$ cat src/rtl/dac_tx_pkg.sv
// Shared types and constants for the dac_tx DAC sample streamer.
package dac_tx_pkg;

  typedef enum logic [1:0] {
    ST_IDLE     = 2'd0,
    ST_PRIME    = 2'd1,
    ST_RUN      = 2'd2,
    ST_UNDERRUN = 2'd3
  } state_e;

  localparam int DIV_W      = 16;
  localparam int URUN_CNT_W = 16;

  // Offset-binary zero code: MSB set, all lower bits clear (valid for widths up to 32).
  function automatic logic [31:0] midscale(input int unsigned data_w);
    return 32'd1 << (data_w - 1);
  endfunction

endpackage

$ cat src/rtl/dac_tx_fifo.sv
// Single-clock sample FIFO with synchronous flush and occupancy output.
// Push and pop may occur together; a word pushed into an empty FIFO is not readable until the next cycle.
module dac_tx_fifo #(
  parameter int DATA_W = 12,
  parameter int DEPTH  = 16
) (
  input  logic                     clk,
  input  logic                     rst_n,
  input  logic                     flush_i,
  input  logic                     push_i,
  input  logic [DATA_W-1:0]        wr_data_i,
  input  logic                     pop_i,
  output logic [DATA_W-1:0]        rd_data_o,
  output logic                     full_o,
  output logic                     empty_o,
  output logic [$clog2(DEPTH):0]   level_o
);

  localparam int              AW       = $clog2(DEPTH);
  localparam logic [AW:0]     FULL_CNT = (AW + 1)'(DEPTH);

  logic [DATA_W-1:0] mem_q [DEPTH];
  logic [AW-1:0]     wr_ptr_q, wr_ptr_d;
  logic [AW-1:0]     rd_ptr_q, rd_ptr_d;
  logic [AW:0]       count_q, count_d;
  logic              do_push, do_pop;

  assign full_o    = (count_q == FULL_CNT);
  assign empty_o   = (count_q == '0);
  assign level_o   = count_q;
  assign rd_data_o = mem_q[rd_ptr_q];

  assign do_push = push_i && !full_o && !flush_i;
  assign do_pop  = pop_i && !empty_o && !flush_i;

  always_comb begin
    // NOTE: every always_comb output gets a default first, so no path leaves it unassigned and no latch is inferred.
    wr_ptr_d = wr_ptr_q;
    rd_ptr_d = rd_ptr_q;
    count_d  = count_q;
    if (flush_i) begin
      wr_ptr_d = '0;
      rd_ptr_d = '0;
      count_d  = '0;
    end else begin
      if (do_push) wr_ptr_d = wr_ptr_q + AW'(1);
      if (do_pop)  rd_ptr_d = rd_ptr_q + AW'(1);
      case ({do_push, do_pop})
        2'b10:   count_d = count_q + (AW + 1)'(1);
        2'b01:   count_d = count_q - (AW + 1)'(1);
        default: count_d = count_q;
      endcase
    end
  end

  // NOTE: sequential state uses non-blocking assignments so every register samples pre-edge values.
  always_ff @(posedge clk or negedge rst_n) begin
    if (!rst_n) begin
      wr_ptr_q <= '0;
      rd_ptr_q <= '0;
      count_q  <= '0;
    end else begin
      wr_ptr_q <= wr_ptr_d;
      rd_ptr_q <= rd_ptr_d;
      count_q  <= count_d;
    end
  end

  // NOTE: storage is deliberately not reset; the pointers and count alone define which entries are valid.
  always_ff @(posedge clk) begin
    if (do_push) mem_q[wr_ptr_q] <= wr_data_i;
  end

endmodule

$ cat src/rtl/dac_tx.sv
// Paced DAC sample streamer: buffers samples, primes the FIFO, then emits one code per div+1 cycles.
// Optional macro DAC_TX_TWOS_COMP_EN: input samples are two's complement and converted to offset binary.
module dac_tx
  import dac_tx_pkg::*;
#(
  parameter int DATA_W     = 12,
  parameter int FIFO_DEPTH = 16,
  parameter int PRIME_LVL  = 8
) (
  input  logic                          clk,
  input  logic                          rst_n,
  input  logic                          en,
  input  logic [DIV_W-1:0]              div,
  input  logic [DATA_W-1:0]             s_data,
  input  logic                          s_valid,
  output logic                          s_ready,
  output logic                          dac_clk,
  output logic [DATA_W-1:0]             dac_data,
  output logic                          underrun,
  output logic [URUN_CNT_W-1:0]         underrun_cnt,
  output logic [$clog2(FIFO_DEPTH):0]   fifo_level
);

  localparam int                 LVL_W     = $clog2(FIFO_DEPTH) + 1;
  localparam logic [LVL_W-1:0]   PRIME_CNT = LVL_W'(PRIME_LVL);
  localparam logic [DATA_W-1:0]  MIDSCALE  = DATA_W'(midscale(DATA_W));

  state_e                  state_q, state_d;
  logic [DIV_W-1:0]        div_cnt_q, div_cnt_d;
  logic [DIV_W-1:0]        div_lat_q, div_lat_d;
  logic [DATA_W-1:0]       dac_q, dac_d;
  logic [URUN_CNT_W-1:0]   underrun_cnt_q, underrun_cnt_d;

  logic                    fifo_flush, fifo_push, fifo_pop;
  logic                    fifo_full, fifo_empty;
  logic [DATA_W-1:0]       fifo_rd_data;
  logic [DATA_W-1:0]       rd_code;
  logic [LVL_W-1:0]        level;
  logic                    strobe;

  dac_tx_fifo #(
    .DATA_W (DATA_W),
    .DEPTH  (FIFO_DEPTH)
  ) u_fifo (
    .clk       (clk),
    .rst_n     (rst_n),
    .flush_i   (fifo_flush),
    .push_i    (fifo_push),
    .wr_data_i (s_data),
    .pop_i     (fifo_pop),
    .rd_data_o (fifo_rd_data),
    .full_o    (fifo_full),
    .empty_o   (fifo_empty),
    .level_o   (level)
  );

`ifdef DAC_TX_TWOS_COMP_EN
  assign rd_code = {~fifo_rd_data[DATA_W-1], fifo_rd_data[DATA_W-2:0]};
`else
  assign rd_code = fifo_rd_data;
`endif

  // Sample tick; the period latched at the previous wrap keeps mid-run div changes glitch-free.
  assign strobe     = en && (state_q == ST_RUN) && (div_cnt_q == div_lat_q);
  assign fifo_pop   = strobe && !fifo_empty;
  assign underrun   = strobe && fifo_empty;
  assign fifo_flush = !en || (state_q == ST_IDLE);
  assign s_ready    = (state_q != ST_IDLE) && !fifo_full;
  assign fifo_push  = s_valid && s_ready;

  assign dac_clk      = ~clk;
  assign dac_data     = dac_q;
  assign underrun_cnt = underrun_cnt_q;
  assign fifo_level   = level;

  always_comb begin
    div_lat_d = div_lat_q;
    div_cnt_d = '0;
    if (state_q != ST_RUN || strobe) div_lat_d = div;
    if (en && state_q == ST_RUN && !strobe) div_cnt_d = div_cnt_q + 16'd1;
  end

  always_comb begin
    underrun_cnt_d = underrun_cnt_q;
    if (underrun && underrun_cnt_q != '1) underrun_cnt_d = underrun_cnt_q + 16'd1;
  end

  always_comb begin
    state_d = state_q;
    dac_d   = dac_q;
    if (!en) begin
      state_d = ST_IDLE;
      dac_d   = MIDSCALE;
    end else begin
      case (state_q)
        ST_IDLE: begin
          state_d = ST_PRIME;
          dac_d   = MIDSCALE;
        end
        ST_PRIME: begin
          dac_d = MIDSCALE;
          if (level >= PRIME_CNT) state_d = ST_RUN;
        end
        ST_RUN: begin
          if (strobe) begin
            if (fifo_empty) begin
              state_d = ST_UNDERRUN;
              dac_d   = MIDSCALE;
            end else begin
              dac_d = rd_code;
            end
          end
        end
        ST_UNDERRUN: begin
          state_d = ST_PRIME;
          dac_d   = MIDSCALE;
        end
        default: begin
          state_d = ST_IDLE;
          dac_d   = MIDSCALE;
        end
      endcase
    end
  end

  always_ff @(posedge clk or negedge rst_n) begin
    if (!rst_n) begin
      state_q        <= ST_IDLE;
      div_cnt_q      <= '0;
      div_lat_q      <= '0;
      dac_q          <= MIDSCALE;
      underrun_cnt_q <= '0;
    end else begin
      state_q        <= state_d;
      div_cnt_q      <= div_cnt_d;
      div_lat_q      <= div_lat_d;
      dac_q          <= dac_d;
      underrun_cnt_q <= underrun_cnt_d;
    end
  end

endmodule
$ cat config.mk
export PLATFORM = sky130hd
export DESIGN_NAME = dac_tx
export DESIGN_NICKNAME = d
export VERILOG_FILES = /design/src/rtl/dac_tx_pkg.sv /design/src/rtl/dac_tx_fifo.sv /design/src/rtl/dac_tx.sv
export SDC_FILE = /design/constraint.sdc
export NUM_CORES = 1
export LEC_CHECK = 0
export ABC_CLOCK_PERIOD_IN_PS = 3450
export BUFFER_PORTS_ARGS = -buffer_cell sky130_fd_sc_hd__buf_4
export CORE_MARGIN = 2
export CORE_UTILIZATION = 60
export CTS_CLUSTER_DIAMETER = 120
export DETAILED_ROUTE_END_ITERATION = 8
export PLACE_DENSITY = 0.9
export SKIP_CTS_REPAIR_TIMING = 1
export SYNTH_ARGS = -nofsm -noshare
export SYNTH_HDL_FRONTEND = slang
export SYNTH_SLANG_ARGS = --single-unit
$ cat constraint.sdc
create_clock -name clk -period 3.45 [get_ports clk]
set_input_delay 0.69 -clock clk [delete_from_list [all_inputs] [get_ports clk]]
set_output_delay 0.69 -clock clk [all_outputs]
set_load 0.02 [all_outputs]
Word-level counts from Yosys, hierarchy flattened

Memory sizes are Yosys's and may differ from the RTL's.
Index checks and enable logic that the tools add are counted.

Bitwise logic cells: 1
Muxes and demuxes: 18
Order comparisons: 1
Reductions and logical operators: 28
Equality and inequality tests: 12
$add $sub $neg: 6

Operators by type and width:

| operator                                                                             | count |
|---|---|
| 12-bit two-way mux                                                                   | 3 |
| 16-bit by 1-bit adder with 16-bit output (second input constant)                     | 2 |
| 12-bit one-hot mux with 2 select lines                                               | 1 |
| 16-bit equality test                                                                 | 1 |
| 16-bit two-way mux                                                                   | 1 |
| 4-bit two-way mux                                                                    | 4 |
| 16-bit inequality test (second input constant)                                       | 1 |
| 1-bit logical AND                                                                    | 12 |
| 5-bit one-hot mux with 2 select lines                                                | 1 |
| 3-bit inequality test (second input constant)                                        | 3 |
| 4-bit by 1-bit adder with 4-bit output (second input constant)                       | 2 |
| 2-bit two-way mux                                                                    | 4 |
| 2-bit equality test (second input constant)                                          | 3 |
| 2-bit one-hot mux with 3 select lines                                                | 1 |
| 2-bit nonzero test                                                                   | 3 |
| 5-bit by 1-bit adder with 5-bit output (second input constant)                       | 1 |
| 5-bit equality test (second input constant)                                          | 1 |
| 5-bit by 4-bit greater-or-equal comparator with 1-bit output (second input constant) | 1 |
| 1-bit zero test                                                                      | 5 |
| 5-bit zero test                                                                      | 1 |
| 5-bit two-way mux                                                                    | 1 |
| 5-bit by 1-bit subtractor with 5-bit output (second input constant)                  | 1 |
| 2-bit by 1-bit equality test with 1-bit output (second input constant)               | 2 |
| 3-bit AND reduction                                                                  | 1 |
| other kinds (8)                                                                      | 10 |

Bits in registers: 75
Memory bits (writable): 192
Memories: 1
Word-level logic and storage cells: 75

Memories:

| name         | depth | width | rd ports | clocked after memory_dff | wr ports | line              | RTL |
|---|---|---|---|---|---|---|---|
| u_fifo.mem_q | 16    | 12    | 1        | 0                        | 1        | dac_tx_fifo.sv:22 | `logic [DATA_W-1:0] mem_q [DEPTH];` |

Logic depth before layout (Yosys ltp)

Word-level depth: 9
Depth in mapped cells: 13
Gate-level depth less buffers: 13

Modules after synthesis

A second synthesis with hierarchy kept.

Cells, all modules: 755
Area, all modules: 11,458.5 um^2

Modules (own cells, without submodules):

| module      | sequential area each (um^2) | times used | cells an instance | area an instance (um^2) |
|---|---|---|---|---|
| dac_tx_fifo | 6,090.8                     | 1          | 463               | 8,289.2 |
| dac_tx      | 1,552.7                     | 1          | 292               | 3,169.3 |

==> impl_metrics.ini <==
[grt]
grtUsageTotal = 0.259
overflow = 0
grt_pass1_vias = 6781
grt_max_degree = 76
grt_pass1_wl_um = 38600
antenna_found_initial = 0

[power]
p_leak_uw = 0.00468
max-vdd-ir-drop_v = 0.000452
design_power_total_uw = 7440
p_per_area_nw_per_um2 = 571

[synth]
ys_ff_latch = 267
synth_nets = 728
synth_commonest_cells = edfxtp_1 (192), dfrtp_1 (74), mux4_2 (42)
synth_top_area_cell = edfxtp_1
ys.flop_type = edfxtp_1
synthArstFlopShare = 0.281
synth_most_common_cell = edfxtp_1
synth_warnings = 0
synth_cells = 681
synth_edf_count = 192
synth_area_um2 = 11200
yosys.area.top_type_share = 0.516
syn_avg_cell_area_um2 = 16.4
synth.top_cells.by_area = edfxtp_1 (52%), dfrtp_1 (17%), mux4_2 (8.5%)
synth_seq_area_share = 0.684
yosysUniqueCellTypes = 46

[layout]
n_antenna_cell = 0
nets = 819
n_fill_cell = 1057
multi_input_area_um2 = 3310
layout-drive-gt1-share = 0.263
instances_no_fill = 1019
seqCellArea_um2 = 7650
area_growth_pct = 16.5
fin_util = 0.718

[floorplanning]
die_h_um = 141
initial_core_util = 0.616
die_w_um = 141
rows = 49
die_area_um2 = 19700
core_area_um2 = 18100
num_io_pins = 68

[detailed_routing]
drt_iter0_markers = 601
antenna_left = 0
wl_per_cell_um = 24.5
wirelength_um = 25000
dr.pass1.iters = 6
drc = 0
vias_per_cell = 6.38
vias = 6505

[worst_setup_path]
worst_ep_required_time_ps = 3880
crit_chain = xor2_1, nor4_4, and4_1, nand4_1, inv_1, ha_1, nor2b_1, o21a_1, nor2_1, nand2b_1, o22ai_1, o2bb2ai_1
critical_path_buf_inv_count = 1
cp_slowest_cell = and4_1
cp.arrival_ps = 3580
path_class = register to register
path_max_fanout = 10
critPathLaunchType = register
critPathTopFamily = simple AND/OR/NAND/NOR gates
max_stage_delay_ps = 510
endpoint_kind = register

[timing]
rsz0062_at_grt = no
hold_viol = 0
slew_headroom = 0.325
drv_slew = 0
fin_tns_setup_ps = 0
hold_slack_ps = 296
fmaxAchievable_mhz = 318
finalSetupViolCount = 0
fin_crit_sh = 0.912
fin_crit_ps = 3150
worst_pin_slew_ps = 1010
skew_ps = 8.28

[clocking]
clockBufferDepth = 3
cts_buffers = 27
clk_pin_slew_ps = 60
cts_root_buffer = clkbuf_16
worstSkewPairLatency_ps = 520
cts_tree = yes
cts_htree_levels = 1

[flow_run]
cap_viol_max_count = 0

[place]
dp.cells = 972
port_buffers = 67
dpl.hpwl_um = 14900
place.gp.congestion = 0.833

[min_path]
hold_path_class = input port to async pin

[outcome]
status = finished, final reports clean
## logic make-up (layout without fill, tap and decap cells)
logic type | after synthesis | after routing | share of synthesized area
buffers and inverters | 57 | 166 | 0.0219
multiplexers | 85 | 85 | 0.126
AND/OR/NAND/NOR | 139 | 139 | 0.0711
XOR/XNOR | 51 | 51 | 0.0400
adder cells (fa/ha/maj) | 15 | 15 | 0.0175
flip-flops | 267 | 267 | 0.684
AO/OA/AOI/OAI | 67 | 67 | 0.0402
## cell usage in the layout (no fill, tap or decap), types with 12 or more instances in the layout
| master | instances |
|---|---|
| xor2_1 | 29 |
| mux2_2 | 23 |
| buf_4 | 89 |
| nor2_1 | 40 |
| nand3_1 | 21 |
| nand2_1 | 16 |
| nand4_1 | 12 |
| ha_1 | 14 |
| xnor2_1 | 22 |
| edfxtp_1 | 192 |
| inv_1 | 29 |
| o21ai_0 | 19 |
| mux2i_1 | 20 |
| mux4_2 | 42 |
| a21oi_1 | 13 |
| clkbuf_16 | 27 |
| dfrtp_1 | 73 |
## registers in the layout, summed over array words and instances (netlist names), 4 cells and up
signal           flops
u_fifo.wr_ptr_q      4
div_cnt_q           16
u_fifo.level_o       5
u_fifo.mem_q       192
underrun_cnt        16
div_lat_q           16
u_fifo.rd_ptr_q      4
dac_data            12
## final timing paths
kind / from / slack, ps / to / cells after the start
setup / recovery: div_cnt_q[7] / 300 / u_fifo.level_o[4] / 12
hold / removal: rst_n / 300 / div_lat_q[6] / 1
setup reg to reg: div_cnt_q[7] / 300 / u_fifo.level_o[4] / 12
hold reg to reg: underrun_cnt[5] / 500 / underrun_cnt[5] / 1
max in group asynchronous: rst_n / 2470 / u_fifo.rd_ptr_q[0] / 1
min in group clk: div[0] / 410 / div_lat_q[0] / 2
## stage by stage
stage / area [um^2] / worst slack, ps
final: 13000 / 303
after global routing: 13000 / 26.6
after CTS: 13000 / 326
after detailed placement: 12000 / 354
after global placement: 12000 / 507
after floorplan: 11200 / 467
## report_power, final
group | internal [uW] | switching, uW | total, uW | leakage (uW)
Combinational | 214 | 357 | 571 | 0.00147
Sequential | 3510 | 51.7 | 3570 | 0.00272
Clock | 2110 | 1190 | 3300 | 0.000489
Total | 5840 | 1600 | 7440 | 0.00468
## final cells by class
class | count | area share
Clock buffer | 33 | 0.0539
Sequential cell | 267 | 0.587
Clock inverter | 16 | 0.0231
Tap cell | 229 | 0.0220
Inverter | 28 | 0.00807
Multi-Input combinational cell | 357 | 0.254
Timing Repair Buffer | 89 | 0.0522
## per-layer routing
| layer | vias up | global-route usage | wire length, um |
|---|---|---|---|
| met5 | - | 0 | 0 |
| met4 | 0 | 0.0826 | 751 |
| met3 | 65 | 0.0451 | 1910 |
| met2 | 343 | 0.446 | 12900 |
| met1 | 3315 | 0.341 | 9450 |
| li1 | 2782 | - | - |
Note: power is estimated with default switching activity, not from simulation.
